==> src/rtl/stage_wb.sv <==
// stage_wb: writeback stage, retires memory-stage instructions as single registered register-file write pulses
//   clk, reset (async, active-low)
//   m_valid/m_w_en/m_is_load/m_rd/m_funct3/m_addr_lo/m_pro : instruction from the memory stage
//   mem_rdata_valid/mem_rdata : load data return strobe and aligned doubleword
//   wb_busy : load outstanding, upstream holds
//   w_en/w_rd/w_in : registered register-file write port
//   retire_count : completed instruction counter (wraps)
module stage_wb #(
    parameter int ADDR_WIDTH = 64,
    parameter int REG_NUM = 32,
    localparam int RW = $clog2(REG_NUM)
) (
    input  logic                  clk,
    input  logic                  reset,
    input  logic                  m_valid,
    input  logic                  m_w_en,
    input  logic                  m_is_load,
    input  logic [RW-1:0]         m_rd,
    input  logic [2:0]            m_funct3,
    input  logic [2:0]            m_addr_lo,
    input  logic [ADDR_WIDTH-1:0] m_pro,
    input  logic                  mem_rdata_valid,
    input  logic [ADDR_WIDTH-1:0] mem_rdata,
    output logic                  wb_busy,
    output logic                  w_en,
    output logic [RW-1:0]         w_rd,
    output logic [ADDR_WIDTH-1:0] w_in,
    output logic [63:0]           retire_count
);
    typedef enum logic {IDLE, WAIT} state_t;
    state_t state, state_nxt;
    logic [RW-1:0] s_rd;
    logic s_w_en;
    logic [2:0] s_funct3, s_off;
    logic [7:0] lane_b;
    logic [15:0] lane_h;
    logic [31:0] lane_w;
    logic [ADDR_WIDTH-1:0] ext;
    logic take_alu, take_load, finish_load;

    assign take_alu    = state == IDLE && m_valid && !m_is_load;
    assign take_load   = state == IDLE && m_valid && m_is_load;
    assign finish_load = state == WAIT && mem_rdata_valid;

    always_ff @(posedge clk or negedge reset)
        if (!reset) state <= IDLE;
        else state <= state_nxt;

    always_comb
        state_nxt = take_load ? WAIT : finish_load ? IDLE : state;

    always_comb
        wb_busy = state == WAIT;

    // Offset bits below the access size drop out of the lane index, so misaligned offsets round down.
    always_comb begin
        lane_b = mem_rdata[{s_off, 3'b000} +: 8];
        lane_h = mem_rdata[{s_off[2:1], 4'b0000} +: 16];
        lane_w = mem_rdata[{s_off[2], 5'b00000} +: 32];
        case (s_funct3)
            3'd0:    ext = {{(ADDR_WIDTH-8){lane_b[7]}}, lane_b};
            3'd1:    ext = {{(ADDR_WIDTH-16){lane_h[15]}}, lane_h};
            3'd2:    ext = {{(ADDR_WIDTH-32){lane_w[31]}}, lane_w};
            3'd3:    ext = mem_rdata;
            3'd4:    ext = {{(ADDR_WIDTH-8){1'b0}}, lane_b};
            3'd5:    ext = {{(ADDR_WIDTH-16){1'b0}}, lane_h};
            3'd6:    ext = {{(ADDR_WIDTH-32){1'b0}}, lane_w};
            default: ext = '0;
        endcase
    end

    always_ff @(posedge clk or negedge reset)
        if (!reset) begin
            w_en         <= 1'b0;
            w_rd         <= '0;
            w_in         <= '0;
            retire_count <= '0;
            s_rd         <= '0;
            s_w_en       <= 1'b0;
            s_funct3     <= '0;
            s_off        <= '0;
        end else begin
            w_en <= 1'b0;
            if (take_alu) begin
                w_en         <= m_w_en && m_rd != '0;
                w_rd         <= m_rd;
                w_in         <= m_pro;
                retire_count <= retire_count + 64'd1;
            end
            if (take_load) begin
                s_rd     <= m_rd;
                s_w_en   <= m_w_en;
                s_funct3 <= m_funct3;
                s_off    <= m_addr_lo;
            end
            if (finish_load) begin
                w_en         <= s_w_en && s_rd != '0;
                w_rd         <= s_rd;
                w_in         <= ext;
                retire_count <= retire_count + 64'd1;
            end
        end
endmodule

==> config.mk <==
export PLATFORM = sky130hd
export DESIGN_NAME = stage_wb
export DESIGN_NICKNAME = d
export VERILOG_FILES = /design/src/rtl/stage_wb.sv
export SDC_FILE = /design/constraint.sdc
export NUM_CORES = 1
export LEC_CHECK = 0
export ABC_AREA = 1
export CAP_MARGIN = 10
export CELL_PAD_IN_SITES_DETAIL_PLACEMENT = 1
export CELL_PAD_IN_SITES_GLOBAL_PLACEMENT = 2
export CORE_AREA = 2 2 162 228
export DETAILED_ROUTE_END_ITERATION = 7
export DIE_AREA = 0 0 164 230
export MAX_ROUTING_LAYER = met4
export PLACE_DENSITY_LB_ADDON = 0.1
export SLEW_MARGIN = 20
export SYNTH_ARGS = -nofsm -noshare
export SYNTH_HDL_FRONTEND = slang
export SYNTH_SLANG_ARGS = --single-unit
==> constraint.sdc <==
create_clock -name clk -period 3.7 [get_ports clk]
set_input_delay 0.37 -clock clk [delete_from_list [all_inputs] [get_ports clk]]
set_output_delay 0.37 -clock clk [all_outputs]
set_load 0.01 [all_outputs]
# After elaboration in Yosys (flattened, before gate mapping)

Cells that the tools add are included.
Widths: inputs -> output; s select.

Input port bits: 145
Bits in read-only memories: 0
Flip-flop bits (word level): 147
RAM bits: 0
Word-level logic and storage cells: 43
Memories: 0
Latch bits: 0

Eq/ne operators: 6
Magnitude comparators: 0
Bitwise logic cells: 1
Mux-type cells: 11
Add/subtract/negate cells: 1
Multiply operators: 0
Divide/modulo/power cells: 0
Shift-type cells: 3
Reduce and logical (&&, ||, !) cells: 12

Operator list:

| kind                  | number |
|---|---|
| $pmux 64 s7           | 1 |
| $mux 64               | 4 |
| $add 64x1->64 const B | 1 |
| $shiftx 64x7->16      | 1 |
| $shiftx 64x7->32      | 1 |
| $shiftx 64x7->8       | 1 |
| $mux 5                | 2 |
| $reduce_bool 5->1     | 2 |
| $eq 3x3->1 const B    | 3 |
| $eq 3x2->1 const B    | 2 |
| $logic_and 1x1->1     | 6 |
| $mux 1                | 4 |
| $reduce_bool 2->1     | 2 |
| $eq 3x1->1 const B    | 1 |
| $logic_not 3->1       | 1 |
| $logic_not 1->1       | 1 |
| $not 1->1             | 1 |

# Logic depth before layout (Yosys ltp)

Gate-level depths: netlist of the first run.

Word-level depth: 5
Gate-level depth with buffers: 12

# Worst setup path before layout of the first run

OpenSTA, ideal clock, no wires.

Kind: register to register
Start point: reg retire_count[0]
End point: reg retire_count[20]
Arrival time: 1.588 ns
Data required time: 3.574 ns
Path buffers: 0
Clock period less this slack: 1.714 ns
Library setup time: 0.126 ns
Setup slack: 1.986 ns
Cell stages (with the launch flop): 10
Path through: dfrtp_1 -> ha_1 -> nand3_2 -> nor2_4 -> nand2_2 -> inv_2 -> nand3_2 -> nor2_1 -> nand2_1 -> xnor2_1

Longest elaborated chain between the ends: 3

RTL lines:

| element                | line    | source |
|---|---|---|
| from (decl)            | 28      | `output logic [63:0] retire_count` |
| from (signal assigned) | 88      | `retire_count <= retire_count + 64'd1;` |
| from (signal assigned) | 100     | `retire_count <= retire_count + 64'd1;` |
| $add 64x1->64 *        | 88, 100 |  |
| $mux 64                | 84      | `if (take_alu) begin` |
| $mux 64 *              | 96      | `if (finish_load) begin` |

Mark *: on every way between the ends. The rest lies on a longest branch, timed or not. The select of a mux whose other input is x is not followed.
A chain may end at the register's enable or synchronous reset.

# Worst setup path after layout of the first run

Start point: reg s_off[1]
End point: reg w_in[31]

Longest elaborated chain between the ends: 3
Elaborated cells on any way between the ends: 4

RTL lines:

| element                                             | line   | source |
|---|---|---|
| from (decl)                                         | 34     | `logic [2:0] s_funct3, s_off;` |
| from (signal assigned)                              | 94     | `s_off <= m_addr_lo;` |
| $shiftx 64x7->16 or $shiftx 64x7->8 (tied branches) | 58, 57 |  |
| $pmux 64 s7 *                                       | 60     | `case (s_funct3)` |
| $mux 64 *                                           | 96     |  |
| to (signal assigned)                                | 87     | `w_in <= m_pro;` |
| to (signal assigned)                                | 99     | `w_in <= ext;` |
| to (decl)                                           | 27     | `output logic [ADDR_WIDTH-1:0] w_in,` |

Mark *: on every way between the ends. The rest lies on a longest branch, timed or not.

==> results_dict.tcl, run 1 <==
set metrics [dict create \
    cts_tree "built" \
    cp_cell_sequence "inv_4 > nand2_1 > nand2_1 > nand2_1 > nand2_2 > a21oi_4 > nand3_1 > nand2_1 > a21oi_1" \
    totalWireLength_um 45400 \
    yosys.area.top_type "dfrtp_1" \
    die-width_um 164 \
    clk_latency_ns 0.45 \
    worstHoldPathType "in -> reg" \
    rsz0062_at_grt "false" \
    drive_gt1_share_pct 6.83 \
    cts_resized 0 \
    worst_ep_arrival_time_ns 2.89 \
    avgSynthCellArea_um2 6.59 \
    drc 0 \
    area_delta_synth_final_pct 38.2 \
    pwr-share-comb_pct 36.4 \
    grt_pass1_vias 11900 \
    finalMaxSlewViolations 0 \
    route.vias.total 10900 \
    seq_power_share_pct 34.9 \
    grt_overflow 0 \
    layout_commonest_cell "nand2_1" \
    die_area_mm2 0.0377 \
    synthArstFlopShare_pct 100 \
    r2r_slack_ns 1.13 \
    synth_seq_area_share_pct 37.3 \
    grt_usage_pct 25.4 \
    start_util_pct 27.7 \
    synth_area_leaders "dfrtp_1 (37%), nand2_1 (19%), nor2_1 (9.0%)" \
    clk_pin_slew_ns 0.07 \
    max_stage_delay_ns 0.86 \
    drt.antenna.violating_nets 0 \
    tns_ns 0 \
    cts_made_buffers 17 \
    relSlewSlack_pct 30.9 \
    clockPowerShare_pct 28.7 \
    grt_pass1_wl_um 69500 \
    pin_count 280 \
    final_cell_mix "nand2_1 (496), clkdlybuf4s50_1 (278), nor2_1 (237), dfrtp_1 (147), o21ai_0 (144)" \
    yosysWarnings 0 \
    io_buffers 279 \
    drtPass1Iterations 5 \
    status "finished clean" \
    critPathKind "reg -> reg" \
    p_sw_share_pct 38.1 \
    syn_inst 1496 \
    dp_hpwl_um 36100 \
    irDropWorstVdd_mv 0.196 \
    postCtsSetupBuffers 0 \
    gp_congestion 0.943 \
    critPathRequiredTime_ns 4.02 \
    antenna_found_initial 2 \
    setup_viol 0 \
    htreeDepth 4 \
    hold_viol 0 \
    final_nets 1891 \
    syn-cell-area_mm2 0.00986 \
    core_area_mm2 0.0356 \
    worst_slew_pin_slew_ns 1.03 \
    synth_edf_count 0 \
    final_util_pct 38.3 \
    synthFlopType "dfrtp_1" \
    fin_area_mm2 0.0136 \
    powerDensity_mw_per_mm2 466 \
    finalClockSkew_ns 0.0156 \
    clockBufferDepth 2 \
    synth_top_area_share_pct 37.3 \
    grt_start_max_net_pins 72 \
    cp-start-kind "register" \
    cap_viol_max_count 0 \
    cellInternalPower_mw 3.93 \
    row_count 82 \
    crit_path_end_kind "register" \
    hold_buffers 1 \
    cts_root_buf "clkbuf_16" \
    die_h_um 230 \
    cp_common_cell "nand2_1" \
    vias_per_cell 4.93 \
    syn_nets 1642 \
    clock_sink_count 147 \
    finalCritPeriodShare_pct 69.5 \
    drt_iter0_drc 520 \
    slowest_stage "a21oi_4" \
    synth_seq_cells 147 \
    critical_path.max_fanout 33 \
    yosysUniqueCellTypes 37 \
    p_leak_nw 5.75 \
    switchingPower_mw 2.42 \
    wire_per_inst_um 20.5 \
    finalCriticalPeriod_ns 2.57 \
    place_area_mm2 0.0130 \
    clock.fmax_mhz 389 \
]
==> synthesized netlist by cell type, types with 5 or more instances <==
library cell and instances:
nand2_1 498, nor2_1 237, dfrtp_1 147, o21ai_0 144
inv_1 96, nand3_1 94, a21oi_1 46, a21oi_2 35
clkbuf_1 32, xor2_1 26, buf_2 21, xnor2_1 15
nand4_1 13, a22oi_1 10, buf_6 10, nor2_2 10
inv_2 8, nor3_1 8, nand2_2 6, nand3b_1 6
a31oi_1 5
==> final cells by class <==
| cell class | instances | area [um2] |
|---|---|---|
| clock inverters | 14 | 165 |
| fillers | 4510 | 22000 |
| clock buffers | 18 | 429 |
| flip-flops and latches | 147 | 3680 |
| repair buffers | 296 | 2940 |
| diodes | 2 | 5.00 |
| multi-input cells | 1177 | 5430 |
| inverters | 106 | 400 |
| well taps | 462 | 578 |
==> registers in the layout, summed over array words and instances, names as in the netlist <==
| name | cells |
|---|---|
| w_rd | 5 |
| w_in | 64 |
| s_off | 3 |
| w_en | 1 |
| s_rd | 5 |
| s_funct3 | 3 |
| retire_count | 64 |
| wb_busy | 1 |
| s_w_en | 1 |
==> critical path, delay by kind of cell, from the launching register on <==
kind,cells,cell delay [ns]
and+or+nand+nor,6,0.76
AOI/OAI and AO/OA,2,0.93
buffers and inverters,1,0.19
DFF,1,0.54
==> kinds of logic (layout without fill, tap and decap cells) <==
family / Yosys count / in the layout / synth area share, %
AND/OR/NAND/NOR: 884 / 884 / 36.6
adder cells (fa/ha/maj): 1 / 1 / 0.127
XOR/XNOR: 41 / 41 / 3.64
flip-flops: 147 / 147 / 37.3
other: 0 / 2 / 0
buffers and inverters: 172 / 434 / 7.68
AO/OA/AOI/OAI: 251 / 251 / 14.7
==> worst paths after layout <==
| path | start | endpoint | cells after the start |
|---|---|---|---|
| min in group asynchronous | reset | retire_count[13]$_DFFE_PN0P_ | 2 |
| max in group asynchronous | reset | retire_count[38]$_DFFE_PN0P_ | 3 |
| max reg2reg | s_off[1]$_DFFE_PN0P_ | w_in[31]$_DFFE_PN0P_ | 9 |
| max | s_off[1]$_DFFE_PN0P_ | w_in[31]$_DFFE_PN0P_ | 9 |
| min | m_addr_lo[1] | s_off[1]$_DFFE_PN0P_ | 3 |
| min reg2reg | s_w_en$_DFFE_PN0P_ | s_w_en$_DFFE_PN0P_ | 2 |
==> metal layers <==
layer / track usage [%] / share of wire, % / vias up
li1: - / - / 5280
met1: 26.8 / 38 / 5342
met2: 46.9 / 55 / 251
met3: 2.90 / 2.9 / 74
met4: 10.9 / 4.2 / 0
met5: - / 0 / -
==> through the flow <==
step	cells	worst slack, ns	power [mW]	hold WS (ns)
3_3_place_gp	2187	1.11	4.56	0.450
6_report	2222	1.13	6.36	0.501
5_1_grt	2222	0.915	6.74	0.535
2_1_floorplan	1496	1.99	3.31	0.0744
3_5_place_dp	2187	1.01	4.59	0.445
4_1_cts	2220	1.10	6.45	0.483
==> power by group through the flow <==
stage | registers, mW | clock network [mW] | logic [mW]
3_3_place_gp | 2.25 | 0 | 2.31
2_1_floorplan | 2.27 | 0 | 1.04
4_1_cts | 2.23 | 1.88 | 2.34
5_1_grt | 2.27 | 1.93 | 2.54
6_report | 2.22 | 1.82 | 2.31
3_5_place_dp | 2.26 | 0 | 2.33
No activity file was read; power rests on OpenSTA's default activity.
==> run 2: changes to the inputs <==
Settings changed: CORE_AREA 2 2 162 228 to 2 2 168 236, DIE_AREA 0 0 164 230 to 0 0 170 238.
Clock period 3.7 ns to 2.6 ns, I/O delays scaled along.
==> results_dict.tcl, run 2 (same netlist as run 1, synthesis figures left out) <==
set metrics [dict create \
    seq_power_share_pct 34.3 \
    clock.fmax_mhz 445 \
    grt_overflow 0 \
    setup_ws_ns 0.355 \
    dp_cells 2215 \
    vias_per_cell 4.91 \
    cap_viol_max_count 0 \
    finalCriticalPeriod_ns 2.24 \
    worst_ep_arrival_time_ns 2.55 \
    drc 0 \
    relSlewSlack_pct 49.9 \
    pwr-share-comb_pct 37.1 \
    die_area_mm2 0.0405 \
    final_cells 2248 \
    gp_congestion 0.933 \
    p_leak_nw 5.83 \
    diodes 0 \
    grt_pass1_vias 11900 \
    drtPass1Iterations 5 \
    wire_per_inst_um 20.4 \
    totalWireLength_um 45800 \
    worstHoldPathType "in -> async" \
    final_cell_mix "nand2_1 (496), clkdlybuf4s50_1 (278), nor2_1 (237), dfrtp_1 (147), o21ai_0 (144)" \
    drive_gt1_share_pct 7.40 \
    drt_iter0_drc 504 \
    rsz0062_at_grt "false" \
    p_sw_share_pct 37.7 \
    status "finished clean" \
    io_buffers 279 \
    clockPowerShare_pct 28.5 \
    area_delta_synth_final_pct 39.8 \
    drt.antenna.violating_nets 0 \
    irDropWorstVdd_mv 0.394 \
    powerDensity_mw_per_mm2 660 \
    grt_pass1_wl_um 69800 \
    grt_usage_pct 23.7 \
    htreeDepth 4 \
    critPathRequiredTime_ns 2.90 \
    cp-start-kind "register" \
    cellInternalPower_mw 5.67 \
    setup_viol 0 \
    pin_count 280 \
    finalClockSkew_ns 0.0146 \
    route.vias.total 11000 \
    cts_root_buf "clkbuf_16" \
    tns_ns 0 \
    r2r_slack_ns 0.36 \
    core_area_mm2 0.0383 \
    critical_path.max_fanout 5 \
    start_util_pct 25.7 \
    top_regs "retire_count x64, w_in x64" \
    grt_start_max_net_pins 71 \
    cts_tree "built" \
    finalCritPeriodShare_pct 86.3 \
    cts_made_buffers 17 \
    p_total_mw 9.10 \
    clockBufferDepth 2 \
    finalMaxSlewViolations 0 \
    final_util_pct 36.0 \
    antenna_found_initial 0 \
    pre_cts_ws_ns 0.310 \
    crit_path_end_kind "register" \
    final_nets 1903 \
    critPathKind "reg -> reg" \
    die-width_um 170 \
    postCtsSetupBuffers 0 \
    clk_pin_slew_ns 0.07 \
    clk_latency_ns 0.45 \
    dp_hpwl_um 36600 \
    row_count 85 \
    clock_sink_count 147 \
    hold_viol 0 \
    switchingPower_mw 3.43 \
    layout_commonest_cell "nand2_1" \
    worst_slew_pin_slew_ns 0.751 \
    die_h_um 238 \
]
[run 2: changes by cell type in the layout (fill, tap and decap cells not counted)]
cell | previous run | this run
buf_12 | 1 | 5
buf_4 | 15 | 23
clkbuf_1 | 1 | 2
clkbuf_8 | 0 | 1
clkinvlp_4 | 1 | 2
diode_2 | 2 | 0
inv_6 | 6 | 4
inv_8 | 2 | 1
[run 2: through the flow]
step | cell area (um2) | hold WS [ns]
floorplan | 9860 | -0.0356
global placement | 13200 | 0.258
detailed placement | 13200 | 0.261
CTS | 13800 | 0.343
global route | 13800 | 0.348
finish | 13800 | 0.327
[run 2: path summary, 6_finish.rpt]
path | start | to | cells after the start
worst min register to register | s_w_en$_DFFE_PN0P_ | s_w_en$_DFFE_PN0P_ | 2
max in group asynchronous | reset | retire_count[60]$_DFFE_PN0P_ | 3
worst max-delay path | retire_count[1]$_DFFE_PN0P_ | retire_count[30]$_DFFE_PN0P_ | 9
worst max register to register | retire_count[1]$_DFFE_PN0P_ | retire_count[30]$_DFFE_PN0P_ | 9
min in group clk | m_w_en | w_en$_DFF_PN0_ | 3
worst min-delay path | reset | retire_count[14]$_DFFE_PN0P_ | 2
[run 2: layout make-up]
type,count,area [um2]
fill,4793,24500
multi-input combinational,1177,5430
sequential,147,3680
timing repair buffer,308,3080
tap,478,598
clock buffer,20,447
inverter,106,400
clock inverter,12,144
[run 2: power groups by stage]
stage	Clock (mW)	Sequential (mW)	Combinational (mW)
after CTS	2.68	3.13	3.44
after global placement	0	3.16	3.38
final	2.60	3.12	3.38
after global routing	2.75	3.18	3.73
after floorplan	0	3.23	1.49
after detailed placement	0	3.17	3.43
[run 2: what timing repair did]
action / 4_1_cts / 5_1_grt
hold buffers: 1 / 0
gates resized for setup: 0 / 0
hold endpoints to repair: 48 / 0
[run 2: worst max-delay path, cell delays in order (launching register included)]
cell,delay [ns]
dfrtp_1,0.46
ha_1,0.31
nand3_2,0.18
nor2_4,0.26
inv_2,0.07
nor2_1,0.30
nand2_1,0.21
xor2_1,0.18
nand2_1,0.06
o21ai_0,0.08
[run 2: routing by layer]
metal	up-vias	track usage [%]	part of all wire, %	wire length [um]
met3	77	2.45	2.5	1120
met2	264	44.2	54	24800
met1	5382	24.8	39	17700
met5	-	-	0	0
li1	5307	-	-	-
met4	0	11.2	4.9	2240
